**src/rtl/memory_wb_pkg.sv**
```systemverilog
// Shared definitions for the memory/writeback stage: FSM states, writeback
// source codes, default timeout and the access legality helper.
package memory_wb_pkg;

  typedef enum logic [2:0] {
    ST_IDLE   = 3'd0,
    ST_ACCESS = 3'd1,
    ST_WAIT   = 3'd2,
    ST_HALT   = 3'd3,
    ST_ERR    = 3'd4
  } state_t;

  typedef enum logic [1:0] {
    WB_ALU  = 2'b00,
    WB_MEM  = 2'b01,
    WB_LINK = 2'b10,
    WB_SLBI = 2'b11
  } wb_sel_t;

  localparam int DEFAULT_TIMEOUT = 64;
  localparam int DEFAULT_DATA_W  = 16;

  // Odd addresses and simultaneous load+store are both unserviceable.
  function automatic logic bad_access(input logic addr_lsb, input logic rd, input logic wr);
    return addr_lsb | (rd & wr);
  endfunction

endpackage

```
**src/rtl/memory_wb_if.sv**
```systemverilog
// Data-memory bus between the memory/writeback stage (master) and the
// memory (slave): one-cycle request pulse, multi-cycle done handshake.
interface memory_wb_if
  import memory_wb_pkg::*;
#(
  parameter int DATA_W = DEFAULT_DATA_W
);

  logic [DATA_W-1:0] mem_addr;
  logic [DATA_W-1:0] mem_wdata;
  logic              mem_rd;
  logic              mem_wr;
  logic [DATA_W-1:0] mem_rdata;
  logic              mem_done;
  logic              mem_busy;

  modport master (
    output mem_addr, mem_wdata, mem_rd, mem_wr,
    input  mem_rdata, mem_done, mem_busy
  );

  modport slave (
    input  mem_addr, mem_wdata, mem_rd, mem_wr,
    output mem_rdata, mem_done, mem_busy
  );

endinterface

```
**src/rtl/memory_wb_wb_sel_mux.sv**
```systemverilog
// 4:1 register-file writeback source selector.
module wb_sel_mux
  import memory_wb_pkg::*;
#(
  parameter int DATA_W = DEFAULT_DATA_W
) (
  input  logic [1:0]        sel,
  input  logic [DATA_W-1:0] alu_val,
  input  logic [DATA_W-1:0] mem_val,
  input  logic [DATA_W-1:0] link_val,
  input  logic [DATA_W-1:0] slbi_val,
  output logic [DATA_W-1:0] wdata
);

  always_comb begin
    wdata = alu_val;
    case (sel)
      WB_ALU:  wdata = alu_val;
      WB_MEM:  wdata = mem_val;
      WB_LINK: wdata = link_val;
      WB_SLBI: wdata = slbi_val;
      default: wdata = alu_val;
    endcase
  end

endmodule

```
**src/rtl/memory_wb.sv**
```systemverilog
// Memory-access / writeback stage: retires ALU ops in the same cycle, runs the
// request/done handshake for loads and stores, and holds sticky halt/error.
module memory_wb
  import memory_wb_pkg::*;
#(
  parameter int TIMEOUT = DEFAULT_TIMEOUT,
  parameter int DATA_W  = DEFAULT_DATA_W
) (
  input  logic              clk,
  input  logic              rst_n,
  input  logic              ex_valid,
  input  logic [DATA_W-1:0] ALUOut,
  input  logic [DATA_W-1:0] Out0,
  input  logic [DATA_W-1:0] Out3,
  input  logic [DATA_W-1:0] PCwb,
  input  logic [DATA_W-1:0] WrData,
  input  logic              MemRead,
  input  logic              MemWrite,
  input  logic [1:0]        WbSel,
  input  logic              RegWrite,
  input  logic [2:0]        WrReg,
  input  logic              Halt,
  memory_wb_if.master       mem,
  output logic              Stall,
  output logic [DATA_W-1:0] pc_next,
  output logic              pc_we,
  output logic [DATA_W-1:0] rf_wdata,
  output logic [2:0]        rf_wsel,
  output logic              rf_we,
  output logic              halted,
  output logic              err
);

  localparam int CNT_W = (TIMEOUT > 2) ? $clog2(TIMEOUT) : 1;
  localparam logic [CNT_W-1:0] CNT_LAST = CNT_W'(TIMEOUT - 1);

  state_t            state_q, state_d;
  logic [DATA_W-1:0] addr_q, wdata_q, pc_q;
  logic              is_wr_q, regwr_q;
  logic [1:0]        wbsel_q;
  logic [2:0]        wrreg_q;
  logic [CNT_W-1:0]  cnt_q;

  logic              latch_en, cnt_clr, cnt_inc;
  logic              stall_c, pc_we_c, rf_we_c, rd_c, wr_c;
  logic [1:0]        mux_sel;
  logic [DATA_W-1:0] mux_alu, mux_mem, mux_out;

  always_ff @(posedge clk or negedge rst_n) begin
    if (!rst_n) begin
      state_q <= ST_IDLE;
      addr_q  <= '0;
      wdata_q <= '0;
      pc_q    <= '0;
      is_wr_q <= 1'b0;
      regwr_q <= 1'b0;
      wbsel_q <= 2'b00;
      wrreg_q <= 3'd0;
      cnt_q   <= '0;
    end else begin
      state_q <= state_d;
      if (latch_en) begin
        addr_q  <= ALUOut;
        wdata_q <= WrData;
        pc_q    <= PCwb;
        is_wr_q <= MemWrite;
        regwr_q <= RegWrite;
        wbsel_q <= WbSel;
        wrreg_q <= WrReg;
      end
      if (cnt_clr)
        cnt_q <= '0;
      else if (cnt_inc && cnt_q != '1)
        cnt_q <= cnt_q + 1'b1;
    end
  end

  // Retirement is Mealy: an ALU op commits in its IDLE cycle, a memory op in
  // the cycle mem_done is seen, using the request registers captured at accept.
  always_comb begin
    state_d  = state_q;
    latch_en = 1'b0;
    cnt_clr  = 1'b0;
    cnt_inc  = 1'b0;
    stall_c  = 1'b0;
    pc_we_c  = 1'b0;
    rf_we_c  = 1'b0;
    rd_c     = 1'b0;
    wr_c     = 1'b0;
    mux_sel  = WbSel;
    mux_alu  = ALUOut;
    mux_mem  = '0;
    pc_next  = PCwb;
    rf_wsel  = WrReg;

    case (state_q)
      ST_IDLE: begin
        if (ex_valid) begin
          if (Halt) begin
            stall_c = 1'b1;
            state_d = ST_HALT;
          end else if (MemRead || MemWrite) begin
            stall_c = 1'b1;
            if (bad_access(ALUOut[0], MemRead, MemWrite))
              state_d = ST_ERR;
            else if (!mem.mem_busy) begin
              latch_en = 1'b1;
              state_d  = ST_ACCESS;
            end
          end else begin
            rf_we_c = RegWrite;
            pc_we_c = 1'b1;
          end
        end
      end

      ST_ACCESS, ST_WAIT: begin
        if (state_q == ST_ACCESS) begin
          rd_c    = ~is_wr_q;
          wr_c    = is_wr_q;
          cnt_clr = 1'b1;
        end
        mux_sel = wbsel_q;
        mux_alu = addr_q;
        mux_mem = mem.mem_rdata;
        pc_next = pc_q;
        rf_wsel = wrreg_q;
        if (mem.mem_done) begin
          rf_we_c = regwr_q;
          pc_we_c = 1'b1;
          state_d = ST_IDLE;
        end else begin
          stall_c = 1'b1;
          if (state_q == ST_ACCESS)
            state_d = ST_WAIT;
          else if (cnt_q == CNT_LAST)
            state_d = ST_ERR;
          else
            cnt_inc = 1'b1;
        end
      end

      ST_HALT, ST_ERR: stall_c = 1'b1;

      default: state_d = ST_IDLE;
    endcase
  end

  wb_sel_mux #(.DATA_W(DATA_W)) u_wb_sel_mux (
    .sel      (mux_sel),
    .alu_val  (mux_alu),
    .mem_val  (mux_mem),
    .link_val (Out0),
    .slbi_val (Out3),
    .wdata    (mux_out)
  );

  // Control outputs are forced low for as long as reset is held.
  always_comb begin
    rf_wdata      = mux_out;
    mem.mem_addr  = addr_q;
    mem.mem_wdata = wdata_q;
    mem.mem_rd    = rst_n & rd_c;
    mem.mem_wr    = rst_n & wr_c;
    Stall         = rst_n & stall_c;
    pc_we         = rst_n & pc_we_c;
    rf_we         = rst_n & rf_we_c;
    halted        = rst_n & (state_q == ST_HALT);
    err           = rst_n & (state_q == ST_ERR);
  end

endmodule

```
**src/flat_wrapper.sv**
```systemverilog
// flat-port wrapper written by rule: the top's interface ports become plain ports
module memory_wb_flat import memory_wb_pkg::*;
#(
  parameter int TIMEOUT = DEFAULT_TIMEOUT,
  parameter int DATA_W  = DEFAULT_DATA_W
)
  (clk, rst_n, ex_valid, ALUOut, Out0, Out3, PCwb, WrData, MemRead, MemWrite, WbSel, RegWrite, WrReg, Halt, Stall, pc_next, pc_we, rf_wdata, rf_wsel, rf_we, halted, err, mem_mem_addr, mem_mem_wdata, mem_mem_rd, mem_mem_wr, mem_mem_rdata, mem_mem_done, mem_mem_busy);
  memory_wb_if #(.DATA_W(DATA_W)) mem_i ();
  input  logic clk;
  input  logic rst_n;
  input  logic ex_valid;
  input  logic [DATA_W-1:0] ALUOut;
  input  logic [DATA_W-1:0] Out0;
  input  logic [DATA_W-1:0] Out3;
  input  logic [DATA_W-1:0] PCwb;
  input  logic [DATA_W-1:0] WrData;
  input  logic MemRead;
  input  logic MemWrite;
  input  logic [1:0] WbSel;
  input  logic RegWrite;
  input  logic [2:0] WrReg;
  input  logic Halt;
  output logic Stall;
  output logic [DATA_W-1:0] pc_next;
  output logic pc_we;
  output logic [DATA_W-1:0] rf_wdata;
  output logic [2:0] rf_wsel;
  output logic rf_we;
  output logic halted;
  output logic err;
  output wire logic [$bits(mem_i.mem_addr)-1:0] mem_mem_addr;
  output wire logic [$bits(mem_i.mem_wdata)-1:0] mem_mem_wdata;
  output wire logic [$bits(mem_i.mem_rd)-1:0] mem_mem_rd;
  output wire logic [$bits(mem_i.mem_wr)-1:0] mem_mem_wr;
  input wire logic [$bits(mem_i.mem_rdata)-1:0] mem_mem_rdata;
  input wire logic [$bits(mem_i.mem_done)-1:0] mem_mem_done;
  input wire logic [$bits(mem_i.mem_busy)-1:0] mem_mem_busy;
  assign mem_mem_addr = mem_i.mem_addr;
  assign mem_mem_wdata = mem_i.mem_wdata;
  assign mem_mem_rd = mem_i.mem_rd;
  assign mem_mem_wr = mem_i.mem_wr;
  assign mem_i.mem_rdata = mem_mem_rdata;
  assign mem_i.mem_done = mem_mem_done;
  assign mem_i.mem_busy = mem_mem_busy;
  memory_wb #(.TIMEOUT(TIMEOUT), .DATA_W(DATA_W)) u_core (.clk(clk), .rst_n(rst_n), .ex_valid(ex_valid), .ALUOut(ALUOut), .Out0(Out0), .Out3(Out3), .PCwb(PCwb), .WrData(WrData), .MemRead(MemRead), .MemWrite(MemWrite), .WbSel(WbSel), .RegWrite(RegWrite), .WrReg(WrReg), .Halt(Halt), .mem(mem_i), .Stall(Stall), .pc_next(pc_next), .pc_we(pc_we), .rf_wdata(rf_wdata), .rf_wsel(rf_wsel), .rf_we(rf_we), .halted(halted), .err(err));
endmodule
```
**config.mk**
```make
export PLATFORM = sky130hd
export DESIGN_NAME = memory_wb_flat
export DESIGN_NICKNAME = d
export VERILOG_FILES = /design/src/rtl/memory_wb_pkg.sv /design/src/rtl/memory_wb_if.sv /design/src/rtl/memory_wb_wb_sel_mux.sv /design/src/rtl/memory_wb.sv /design/src/flat_wrapper.sv
export SDC_FILE = /design/constraint.sdc
export NUM_CORES = 1
export LEC_CHECK = 0
export BUFFER_PORTS_ARGS = -buffer_cell sky130_fd_sc_hd__buf_2
export CAP_MARGIN = 30
export CORE_ASPECT_RATIO = 2
export CORE_MARGIN = 2
export CORE_UTILIZATION = 39
export DETAILED_ROUTE_END_ITERATION = 6
export GPL_ROUTABILITY_DRIVEN = 1
export GPL_TIMING_DRIVEN = 0
export PLACE_DENSITY = 0.74
export SYNTH_ARGS = -nofsm -noshare
export SYNTH_HDL_FRONTEND = slang
export SYNTH_SLANG_ARGS = --single-unit
```
**constraint.sdc**
```tcl
create_clock -name clk -period 3.1 [get_ports clk]
set_input_delay 0.62 -clock clk [delete_from_list [all_inputs] [get_ports clk]]
set_output_delay 0.62 -clock clk [all_outputs]
set_load 0.02 [all_outputs]
```
* Word-level counts from Yosys, hierarchy flattened
Index checks and enable logic that the tools add are counted.
** Operators by class
- $add $sub $neg :: 1
- Eq/ne operators :: 13
- Multiplexer cells :: 48
- Bitwise logic cells :: 11
- Reductions and logical operators :: 8
** Operator list (count)
- one-hot mux 16 bit (4 select lines) :: 1
- 2-to-1 mux 16 bit :: 3
- 2-to-1 mux 1 bit :: 28
- 2-to-1 mux 3 bit :: 9
- 2-to-1 mux 6 bit :: 2
- one-hot mux 3 bit (3 select lines) :: 1
- AND 1 bit :: 8
- adder 6 x 1 -> 6 bit, second input constant :: 1
- == test 3 x 2 -> 1 bit, second input constant :: 2
- == test 6 bit, second input constant :: 1
- inequality test 6 bit, second input constant :: 1
- AND reduction 5 bit :: 1
- == test 2 bit, second input constant :: 2
- inequality test 4 x 2 -> 1 bit, second input constant :: 1
- inequality test 4 x 3 -> 1 bit, second input constant :: 1
- one-hot mux 1 bit (2 select lines) :: 2
- OR reduction 2 bit :: 2
- == test 3 x 1 -> 1 bit, second input constant :: 1
- == test 3 bit, second input constant :: 1
- zero test 3 bit :: 1
- inequality test 3 x 2 -> 1 bit, second input constant :: 1
- one-hot mux 1 bit (3 select lines) :: 1
- == test 2 x 1 -> 1 bit, second input constant :: 1
- zero test 2 bit :: 1
- other kinds (7) :: 8
** Word-level totals
- Register bits after elaboration :: 64
- Input port bits :: 110
- Output and inout bits :: 74

* Longest topological paths before layout
Gate-level depths: netlist (run 1).
- Word-level depth :: 8
- Gate-level depth with buffers :: 6
- Depth with buffers taken out :: 5

* Hierarchy
A second synthesis (run 1) with hierarchy kept.
** Second synthesis, totals
- Cell total of the unflattened synthesis :: 279
- Area total of the unflattened synthesis :: 3986.3 um^2
** Modules (own cells, without submodules)
- memory_wb :: times used 1, cells each 259, area an instance 3562.2 um^2
- wb_sel_mux :: times used 1, cells each 20, area an instance 424.2 um^2

* Worst setup path before layout (run 1)
No wires, ideal clock.
- Kind :: flip-flop to output port
- From :: register u_core.state_q[1]
- To :: output port rf_wdata[10]
- Arrival time :: 1906 ps
- Required time :: 2480 ps
- Setup slack :: 574 ps
- Cell stages (with the launch flop) :: 6
- Path buffers :: 1
- Path through :: dfrtp_1 > xnor2_2 > nor2_2 > buf_2 > mux2_2 > o31ai_1
** Between the ends
- Word-level cells in the longest chain between the ends :: 5
** Ends and longest elaborated chain
- start: declaration :: RTL line memory_wb.sv:37 : state_t state_q, state_d;
- start signal: assignment :: RTL line memory_wb.sv:61 : state_q <= state_d;
- == test 3 x 2 -> 1 bit or == test 3 x 1 -> 1 bit (tied branches) :: RTL line memory_wb.sv:96 : case (state_q)
- OR reduction 2 bit (*) :: RTL line memory_wb.sv:96
- 2-to-1 mux 2 bit :: RTL line memory_wb.sv:96
- == test 2 bit, or another cell as far along :: RTL line memory_wb_wb_sel_mux.sv:17 : case (sel)
- one-hot mux 16 bit (4 select lines) (*) :: RTL line memory_wb_wb_sel_mux.sv:17
- end: declaration :: RTL line flat_wrapper.sv:26 : output logic [DATA_W-1:0] rf_wdata;
Every way passes the cells marked *; elsewhere a longest branch is shown, timed or not.

* Worst setup path in the final report (run 1)
- From :: register u_core.state_q[1]
- To :: output port rf_wdata[12]
The elaborated chain is that of the path after synthesis.

==> summary.txt, run 1 <==
Critical path
  • Number of buffers and inverters on the critical path: 3
  • CP Launch Type: flop
  • Worst-path maximum fanout: 10
  • Critical Path Most Common Cell: buf_2
  • CP delay by family, top: buffers and inverters
  • CP arrival: around 2.4 ns
  • CP required: ~2.5 ns
  • Critical Path Max Stage Delay: roughly 0.43 ns
  • CP max-delay cell: dfrtp_1
  • Crit. End Element: output pin
  • Kind of critical path: flop to output pin
  • Cell Chain, Critical Path: xnor2_2 -> clkbuf_1 -> nor3_4 -> buf_2 -> o211ai_1 -> o31ai_1 -> buf_2

Placement
  • Hpwl dp: 9.628 mm
  • GP Congestion: slightly below 0.9
  • Setup slack at placement: 0.3722 ns
  • IO buf count: roughly 180

Routing
  • Post-Route M1 WL: about 4.6 mm
  • Drt via density: approximately 5.4
  • Met2 WL: 6.626 mm
  • Max Used Layer: met4
  • DRC Markers: 0
  • WL/cell: around 18 um
  • Initial DRC count: around 170
  • Via count: around 3800
  • Antenna Nets Post-Route: 0
  • Final WL: roughly 12 mm
  • Drt pass-1 iters: 6
  • Met3 WL post-DR: 672 um

Floorplanning
  • Cell Rows: 52
  • Die width: between 70 and 80 um
  • DIE HEIGHT: 147.0 um
  • Core Box Area: approximately 10000 um^2
  • Ports: around 180
  • Starting Density: around two fifths
  • Die area: roughly 11000 um^2

STA
  • Fin. Hold Viols: 0
  • Final worst slack: between 0.1 and 0.15 ns
  • Max Clk Rate: roughly 0.34 GHz
  • Period utilization: between 90% and 100%
  • Worst-margin pin slew: ~0.89 ns
  • Final count of negative-setup-slack endpoints: 0
  • Slew margin rel.: 40.62%
  • Max Slew Vio Count: 0
  • Final clock skew: 0.008384 ns
  • Min Tclk post-route: between 2 and 3 ns
  • RSZ-0062 raised after global routing: false

Clock tree
  • Hold Buf Count CTS: 0
  • # H-tree levels: 3
  • Worst-Skew Late Latency: 0.33 ns
  • CTS Buffer Depth: 2
  • CTS Buf Count: 9
  • CTS tree: built
  • CTS clk-pin slew, worst paths: about 0.060 ns
  • Post-CTS setup buffers: 0
  • CTS root buf: clkbuf_16
  • Clock sink count: 64

Synthesis
  • Cells after Synth: 366
  • Synth Warn #: 0
  • Mean Syn Cell Area: between 10 and 15 um^2
  • FF+latch count, synth: between 60 and 70
  • Yosys cell types: 47
  • Mapped cell area: 3986 um^2
  • Syn Nets: 477
  • Sequential-to-total area share from yosys stat: approximately two fifths

Worst hold path
  • Worst hold path type: primary input to asynchronous set/reset pin

Power
  • Sw frac: 44.36%
  • Max VDD drop: between 500 and 600 uV
  • Pwr Total: about 5.5 mW
  • P_sw: 2.458 mW
  • Comb power frac: roughly 56%
  • Power per Cell Area: between 1000 and 1500 nW/um^2
  • Lkg Pwr: around 2.6 nW
  • Int Power: 3.083 mW
  • Clk pwr share: 18.1%
  • Sequential power share: roughly 25%

Global routing
  • Initial antenna violation count: 0
  • Largest net degree at the start of global routing: approximately 70
  • Vias in the first global route: between 3000 and 4000
  • Grt total ovfl: 0
  • GRT Total Usage: approximately 22%
  • Global-route wire length before repair: between 15 and 20 mm

Status
  • Status: complete, no violations

Final layout
  • Most common cell after layout, fill and taps aside: buf_2
  • Number of diodes: 0
  • Layout cell share with drive strength beyond 1: a little over half
  • P&R area growth vs syn: 34.62%
  • Layout Nets: between 600 and 700
  • Commonest non-fill, non-tap cells in the layout: buf_2, mux2_2, dfrtp_1, a21oi_1, o31ai_1

Flow run
  • Number of max-cap violations: 0
-- path summary, 6_finish.rpt --
path	startpoint	to	slack [ns]	cells past startpoint
max in group asynchronous	rst_n	u_core.mem.mem_addr[4]$_DFFE_PN0P_	2.09	1
setup reg to reg	u_core.state_q[1]$_DFFE_PN0P_	u_core.mem.mem_addr[4]$_DFFE_PN0P_	1.11	4
hold reg to reg	u_core.pc_q[6]$_DFFE_PN0P_	u_core.pc_q[6]$_DFFE_PN0P_	0.50	1
setup / recovery	u_core.state_q[1]$_DFFE_PN0P_	rf_wdata[12]	0.12	7
min in group clk	u_core.pc_q[6]$_DFFE_PN0P_	u_core.pc_q[6]$_DFFE_PN0P_	0.50	1
hold / removal	rst_n	u_core.mem.mem_wdata[5]$_DFFE_PN0P_	0.40	1
-- flip-flops by register name, indices dropped and copies added (netlist names) --
register              count
u_core.wbsel_q            2
u_core.state_q            3
u_core.cnt_q              6
u_core.mem.mem_wdata     16
u_core.wrreg_q            3
u_core.mem.mem_addr      16
u_core.regwr_q            1
u_core.pc_q              16
u_core.is_wr_q            1
-- power groups by stage --
stage	Sequential [mW]	Combinational [mW]	Clock, mW
4_1_cts	1.40	3.13	1.03
2_1_floorplan	1.59	1.94	0
6_report	1.41	3.13	1.01
3_3_place_gp	1.39	3.06	0
5_1_grt	1.44	3.36	1.07
3_5_place_dp	1.41	3.12	0
-- per-layer routing --
layer	vias to the layer above	track usage, %
li1	1793	-
met1	1794	23.41
met2	170	40.35
met3	36	4.664
met4	0	10.96
met5	-	0
-- cell type report --
type / count / area (um^2)
timing repair buffer: 181 / 908.4
tap: 135 / 168.9
clock inverter: 5 / 56.30
fill: 949 / 4653
clock buffer: 10 / 239.0
sequential: 64 / 1602
multi-input combinational: 264 / 2191
inverter: 9 / 33.78
buffer: 29 / 167.7
-- what timing repair did --
item	in CTS	in global routing
hold endpoints to repair	0	0
setup endpoints to repair	0	9
resized for setup	0	2
-- metrics by stage --
step | utilization, % | hold WS, ns | cells | area (um^2) | setup TNS (ns)
final | 53.56 | 0.3981 | 697 | 5366 | 0
after global routing | 53.56 | 0.4740 | 697 | 5366 | 0
after CTS | 53.48 | 0.4546 | 697 | 5359 | 0
after detailed placement | 50.54 | 0.4888 | 682 | 5064 | 0
after global placement | 50.51 | 0.4807 | 682 | 5061 | -0.01832
after floorplan | - | 0.3244 | 366 | 3986 | 0
-- cell usage after synthesis (all sizes together) --
| cell type | count | area [um^2] |
|---|---|---|
| a32oi | 1 | 8.760 |
| and2 | 1 | 6.260 |
| and4 | 1 | 8.760 |
| mux2i | 8 | 80.08 |
| ha | 1 | 12.51 |
| o21ai | 12 | 63.81 |
| a31oi | 1 | 6.260 |
| clkbuf | 12 | 45.04 |
| o221a | 1 | 11.26 |
| inv | 9 | 33.78 |
| nor2 | 9 | 36.29 |
| nand4 | 3 | 18.77 |
| nor4 | 1 | 12.51 |
| a222oi | 4 | 40.04 |
| nand3 | 8 | 52.55 |
| a22oi | 4 | 30.03 |
| o21a | 1 | 7.510 |
| and3 | 3 | 18.77 |
| a21oi | 43 | 215.2 |
| or3 | 2 | 12.51 |
| or4 | 13 | 97.59 |
| xor2 | 2 | 17.52 |
| buf | 17 | 120.1 |
| nand2b | 2 | 12.51 |
| nor3 | 5 | 41.29 |
| nand2 | 8 | 30.03 |
| xnor2 | 2 | 25.03 |
| nor3b | 1 | 7.510 |
| a21boi | 1 | 7.510 |
| o211ai | 14 | 105.1 |
| o31a | 1 | 8.760 |
| o31ai | 25 | 187.7 |
| a2111oi | 1 | 8.760 |
| mux2 | 84 | 979.7 |
| dfrtp | 64 | 1602 |
| nor4b | 1 | 15.01 |
-- logic make-up after synthesis --
group,synth area share [%]
xor+xnor,1.067
compound gates,17.58
fa+ha+maj,0.3138
mux,26.59
simple gates,9.291
flops,40.18
buf+inv,4.990
No activity file was read; power rests on OpenSTA's default activity.
==> inputs of run 2 (changes only) <==
--- a/config.mk
+++ b/config.mk
@@ -9,11 +9,11 @@
 export CAP_MARGIN = 30
 export CORE_ASPECT_RATIO = 2
 export CORE_MARGIN = 2
-export CORE_UTILIZATION = 39
+export CORE_UTILIZATION = 51
 export DETAILED_ROUTE_END_ITERATION = 6
 export GPL_ROUTABILITY_DRIVEN = 1
 export GPL_TIMING_DRIVEN = 0
-export PLACE_DENSITY = 0.74
+export PLACE_DENSITY = 0.91
 export SYNTH_ARGS = -nofsm -noshare
 export SYNTH_HDL_FRONTEND = slang
 export SYNTH_SLANG_ARGS = --single-unit
==> summary.txt, run 2 (synthesized netlist as in run 1, its figures left out) <==
Status
  • Status: complete, no violations

Clock tree
  • CTS root buf: clkbuf_16
  • Clock sink count: 64
  • CTS tree: built
  • CTS Buffer Depth: 2
  • CTS Buf Count: 9
  • Post-CTS setup buffers: 0
  • # H-tree levels: 3
  • CTS clk-pin slew, worst paths: approximately 0.060 ns
  • Worst-Skew Late Latency: ~0.33 ns

Power
  • Max VDD drop: about 650 uV
  • Power per Cell Area: ~1000 nW/um^2
  • Lkg Pwr: around 2.6 nW

STA
  • Max Clk Rate: approximately 0.34 GHz
  • Final clock skew: ~0.0068 ns
  • Final count of negative-setup-slack endpoints: 0
  • Final worst slack: ~0.16 ns
  • Max Slew Vio Count: 0
  • Period utilization: 94.81%
  • Sum Neg Setup Slack: 0 ns
  • RSZ-0062 raised after global routing: false
  • Min Tclk post-route: around 2.9 ns
  • Worst-margin pin slew: roughly 0.86 ns
  • Fin. Hold Viols: 0
  • Slew margin rel.: between 40% and 50%

Global routing
  • Grt total ovfl: 0
  • Largest net degree at the start of global routing: slightly above 70
  • Initial antenna violation count: 0
  • Global-route wire length before repair: about 18 mm
  • Vias in the first global route: slightly below 4000
  • GRT Total Usage: 27.39%

Worst hold path
  • Worst hold path type: primary input to asynchronous set/reset pin

Routing
  • DRC Markers: 0
  • Initial DRC count: roughly 220
  • Final WL: between 10 and 15 mm
  • Antenna Nets Post-Route: 0
  • Via count: a little under 4000
  • Drt pass-1 iters: 7
  • WL/cell: approximately 18 um
  • Drt via density: approximately 6.0

Floorplanning
  • Ports: approximately 180
  • DIE HEIGHT: 129.0 um
  • Die area: around 8600 um^2
  • Cell Rows: between 40 and 50
  • Core Box Area: between 7000 and 8000 um^2
  • Die width: ~67 um
  • Starting Density: 52.44%

Final layout
  • Most common cell after layout, fill and taps aside: buf_2
  • Layout cell share with drive strength beyond 1: 54.80%
  • Layout Nets: ~670
  • Number of diodes: 0
  • P&R area growth vs syn: 32.71%
  • Commonest non-fill, non-tap cells in the layout: buf_2, mux2_2, dfrtp_1, a21oi_1, o31ai_1
  • Fillcell total: 560

Critical path
  • Crit. End Element: output pin
  • Kind of critical path: flop to output pin
  • CP Launch Type: flop
  • CP arrival: between 2 and 2.5 ns
  • CP required: 2.48 ns
  • Worst-path maximum fanout: 10

Placement
  • IO buf count: 181
  • Hpwl dp: slightly above 9 mm
  • GP Congestion: approximately 0.91
  • Setup slack at placement: around 0.31 ns

Flow run
  • Number of max-cap violations: 0
run 2: changes by cell type in the layout (fill, tap and decap cells not counted):
cell	previous run	this run
clkbuf_1	12	10
clkinv_2	2	3
nor2_2	1	0
inv_6	1	0
clkinvlp_4	1	3
nor2_4	0	1
bufinv_16	1	0
clkbuf_2	0	2
clkbuf_8	1	0
run 2: per-layer routing:
| layer | GRT usage (%) | routed length (um) |
|---|---|---|
| met4 | 16.93 | 568 |
| met5 | 0 | 0 |
| met3 | 4.688 | 778 |
| met2 | 50.35 | 6568 |
| met1 | 27.51 | 3931 |
run 2: timing repair:
action / CTS / global route
endpoints found under the setup margin: 0 / 2
resized for setup: 0 / 7
hold buffers: 0 / 0
run 2: worst max-delay path, stage by stage (launching register included):
cell and delay, ns:
dfrtp_1 0.43, xnor2_2 0.38, nor2_4 0.11, buf_4 0.21
o31ai_1 0.45, a222oi_1 0.20, buf_2 0.21
run 2: path summary, 6_finish.rpt:
kind / from / end / slack (ns) / cells past startpoint
max: u_core.state_q[1]$_DFFE_PN0P_ / rf_wdata[14] / 0.16 / 6
min: rst_n / u_core.mem.mem_addr[7]$_DFFE_PN0P_ / 0.40 / 1
max reg2reg: u_core.state_q[1]$_DFFE_PN0P_ / u_core.mem.mem_addr[4]$_DFFE_PN0P_ / 1.16 / 4
min reg2reg: u_core.mem.mem_wdata[12]$_DFFE_PN0P_ / u_core.mem.mem_wdata[12]$_DFFE_PN0P_ / 0.50 / 1
max in group asynchronous: rst_n / u_core.mem.mem_wdata[13]$_DFFE_PN0P_ / 2.13 / 1
min in group clk: u_core.mem.mem_wdata[12]$_DFFE_PN0P_ / u_core.mem.mem_wdata[12]$_DFFE_PN0P_ / 0.50 / 1
run 2: per-stage QoR:
| stage | area [um^2] | std cells | hold slack, ns | util (%) | power (mW) |
|---|---|---|---|---|---|
| floorplan | 3986 | 366 | 0.3244 | - | 3.531 |
| global placement | 5010 | 641 | 0.4814 | 65.91 | 4.384 |
| detailed placement | 5012 | 641 | 0.4873 | 65.94 | 4.486 |
| CTS | 5275 | 656 | 0.4252 | 69.40 | 5.400 |
| global route | 5290 | 656 | 0.4734 | 69.60 | 5.733 |
| finish | 5290 | 656 | 0.4037 | 69.60 | 5.416 |
run 2: power breakdown:
part,leakage (nW),total [mW],switching [mW],internal [mW]
Combinational,1.65,3.12,1.84,1.28
Sequential,0.822,1.41,0.235,1.18
Clock,0.123,0.889,0.359,0.530
Total,2.60,5.42,2.43,2.98
run 2: area by class of cell:
type,instances,area (um^2),share of cell area [%]
flip-flops and latches,64,1602,30.27
inverters,9,33.78,0.6386
repair buffers,181,908.4,17.17
plain buffers,29,170.2,3.217
clock inverters,6,37.54,0.7096
multi-input cells,264,2196,41.51
clock buffers,9,225.2,4.257
well taps,94,117.6,2.223
==> inputs of run 3 (changes only) <==
--- a/config.mk
+++ b/config.mk
@@ -5,6 +5,7 @@
 export SDC_FILE = /design/constraint.sdc
 export NUM_CORES = 1
 export LEC_CHECK = 0
+export ABC_AREA = 1
 export BUFFER_PORTS_ARGS = -buffer_cell sky130_fd_sc_hd__buf_2
 export CAP_MARGIN = 30
 export CORE_ASPECT_RATIO = 2
==> summary.txt, run 3 <==
Status
  • Status: complete, no violations

Synthesis
  • Post-synth ARST share: between 90% and 100%
  • FF+latch count, synth: between 60 and 70
  • Top cell type's share of synthesized area: 40.49%
  • Leading area contributor after synthesis: dfrtp_1
  • Count leader, synth: nand2_1
  • Synth Warn #: 0
  • EDFF count, synth: 0
  • Syn Nets: roughly 670
  • Ys flop type: dfrtp_1
  • Mean Syn Cell Area: between 7 and 8 um^2
  • Cells after Synth: ~560
  • Sequential-to-total area share from yosys stat: about two fifths
  • Most instantiated cells after synthesis: nand2_1, dfrtp_1, inv_1, nand3_1, o21ai_0
  • Synth area leaders: dfrtp_1, nand2_1, nand3_1, inv_1, nand4_1
  • Yosys cell types: 30
  • Mapped cell area: about 4000 um^2

Clock tree
  • Clock sink count: 64
  • Post-CTS setup buffers: 0
  • Worst-Skew Late Latency: 0.33 ns
  • Hold Buf Count CTS: 0
  • CTS Buf Count: 9
  • CTS Buffer Depth: 2
  • CTS clk-pin slew, worst paths: 0.05 ns
  • # H-tree levels: 3
  • CTS root buf: clkbuf_16
  • CTS resizes: 0
  • CTS tree: built

STA
  • Min Tclk post-route: 2.732 ns
  • Period utilization: between 80% and 90%
  • Max Slew Vio Count: 0
  • Final worst slack: around 0.37 ns
  • Max Clk Rate: around 0.37 GHz
  • Slew margin rel.: roughly three fifths
  • Hold WS: 0.2976 ns
  • Final clock skew: roughly 0.0071 ns
  • Final count of negative-setup-slack endpoints: 0
  • RSZ-0062 raised after global routing: false
  • Fin. Hold Viols: 0
  • Worst-margin pin slew: 0.5892 ns

Critical path
  • CP delay by family, top: simple AND/OR/NAND/NOR gates
  • Cell Chain, Critical Path: nand2_2 -> nand2_2 -> nor2_4 -> nand2_1 -> nand2_2 -> buf_2 -> nand3_1 -> nand4_1 -> buf_2
  • Worst-path maximum fanout: 10
  • Worst path depth: 9
  • Critical Path Most Common Cell: nand2_2
  • R2R cell count: 8
  • Worst R2R Start: u_core.state_q[1]$_DFFE_PN0P_
  • Reg2reg end: u_core.mem.mem_wdata[10]$_DFFE_PN0P_
  • Worst setup path start: u_core.state_q[0]$_DFFE_PN0P_
  • R2r setup slk: about 1.4 ns
  • CP Launch Type: flop
  • Crit. End Element: output pin
  • CP required: approximately 2.5 ns
  • Number of buffers and inverters on the critical path: 2
  • CP arrival: between 2 and 2.5 ns
  • CP max-delay cell: dfrtp_1
  • Critical Path Max Stage Delay: approximately 0.45 ns
  • Kind of critical path: flop to output pin
  • CP endpoint: rf_wdata[8]

Final layout
  • Layout cell share with drive strength beyond 1: 34.26%
  • Layout Nets: 862
  • Fillcell total: 637
  • Area of the multi-input gates: ~1900 um^2
  • FF+latch area: around 1600 um^2
  • Final instance area: roughly 5300 um^2
  • Commonest non-fill, non-tap cells in the layout: nand2_1, buf_2, dfrtp_1, inv_1, nand3_1
  • Most common cell after layout, fill and taps aside: nand2_1
  • P&R area growth vs syn: 34.23%
  • Number of diodes: 0

Routing
  • DRC Markers: 0
  • Via count: approximately 4400
  • Drt pass-1 iters: 5
  • Drt via density: 5.165
  • Final WL: ~12 mm
  • Antenna Nets Post-Route: 0
  • WL/cell: approximately 14 um
  • Initial DRC count: 250

Power
  • Pwr Total: 2.140 mW
  • Max VDD drop: approximately 440 uV
  • Lkg Pwr: roughly 3.1 nW
  • Power per Cell Area: ~400 nW/um^2
  • Sw frac: about 24%
  • P_sw: 0.5169 mW
  • Comb power frac: a little over an eighth
  • Int Power: between 1.5 and 2 mW
  • Sequential power share: 39.7%
  • Clk pwr share: between 40 and 50%

Floorplanning
  • Core Box Area: roughly 7500 um^2
  • Die width: roughly 66 um
  • Starting Density: between 50% and 60%
  • DIE HEIGHT: around 130 um
  • Die area: around 8500 um^2
  • Ports: around 180
  • Cell Rows: 45

Global routing
  • Largest net degree at the start of global routing: between 40 and 50
  • Initial antenna violation count: 0
  • Vias in the first global route: about 4300
  • GRT Total Usage: 28.56%
  • Grt total ovfl: 0
  • Global-route wire length before repair: between 15 and 20 mm

Placement
  • Hpwl dp: approximately 9.5 mm
  • Setup slack at placement: slightly below 0.4 ns
  • IO buf count: 183
  • Placed instance area: between 5000 and 6000 um^2
  • GP Congestion: 0.8779

Worst hold path
  • Worst hold path type: primary input to asynchronous set/reset pin

Flow run
  • Number of max-cap violations: 0
run 3: changes by cell type after synthesis, sizes merged, moves of 8 or more:
cell    before  now
clkbuf      12    3
nand3        8   58
a21oi       43    3
mux2i        8    0
or4         13    0
mux2        84    0
o211ai      14    0
buf         17   26
inv          9   54
o21ai       12   47
o31ai       25    0
nor2         9   23
nand2        8  242
nand4        3   24
run 3: worst min-delay path by stage:
stage / to / cells past startpoint / start
floorplan: u_core.cnt_q[0]$_DFFE_PN0P_ / 0 / rst_n
global placement: u_core.mem.mem_wdata[6]$_DFFE_PN0P_ / 2 / u_core.mem.mem_wdata[6]$_DFFE_PN0P_
detailed placement: u_core.mem.mem_wdata[1]$_DFFE_PN0P_ / 2 / u_core.mem.mem_wdata[1]$_DFFE_PN0P_
CTS: u_core.state_q[2]$_DFFE_PN0P_ / 1 / rst_n
global route: u_core.state_q[2]$_DFFE_PN0P_ / 1 / rst_n
finish: u_core.state_q[2]$_DFFE_PN0P_ / 1 / rst_n
run 3: routing by layer:
| metal | vias to the layer above | part of all wire (%) | GRT usage, % |
|---|---|---|---|
| met3 | 37 | 6.2 | 6.556 |
| li1 | 2164 | - | - |
| met1 | 1997 | 33 | 25.78 |
| met4 | 0 | 4.1 | 16.69 |
| met5 | - | 0 | 0 |
| met2 | 192 | 57 | 54.71 |
run 3: stage by stage:
step           TNS, ns  std cells  util [%]
2_1_floorplan        0        556         -
3_3_place_gp   -0.5655        833     66.12
3_5_place_dp         0        834     66.38
5_1_grt              0        850     70.36
4_1_cts              0        850     70.36
6_report             0        850     70.36
run 3: cell type report:
| cell class | instances | share of cell area (%) |
|---|---|---|
| Sequential cell | 64 | 30.17 |
| Buffer | 29 | 4.242 |
| Clock buffer | 13 | 4.902 |
| Timing Repair Buffer | 184 | 17.63 |
| Inverter | 54 | 3.818 |
| Clock inverter | 3 | 0.7542 |
| Tap cell | 94 | 2.215 |
| Multi-Input combinational cell | 409 | 36.27 |
run 3: worst register-to-register path: cells and delay by family (launching register included):
kind,cells,cell delay [ns]
buf+inv,2,0.38
simple gates,6,0.80
flops,1,0.45
run 3: cells by family after synthesis:
family	count (synthesis)	share of synthesized area, %
flops	64	40.49
buf+inv	83	10.82
xor+xnor	2	0.4430
fa+ha+maj	1	0.3163
compound gates	54	7.371
simple gates	352	40.56
run 3: power groups by stage:
stage          combinational [mW]  clock (mW)  sequential (mW)
2_1_floorplan               0.137           0            0.870
3_3_place_gp                0.282           0            0.864
3_5_place_dp                0.292           0            0.864
4_1_cts                     0.294        1.01            0.850
5_1_grt                     0.320        1.05            0.850
6_report                    0.294       0.996            0.850
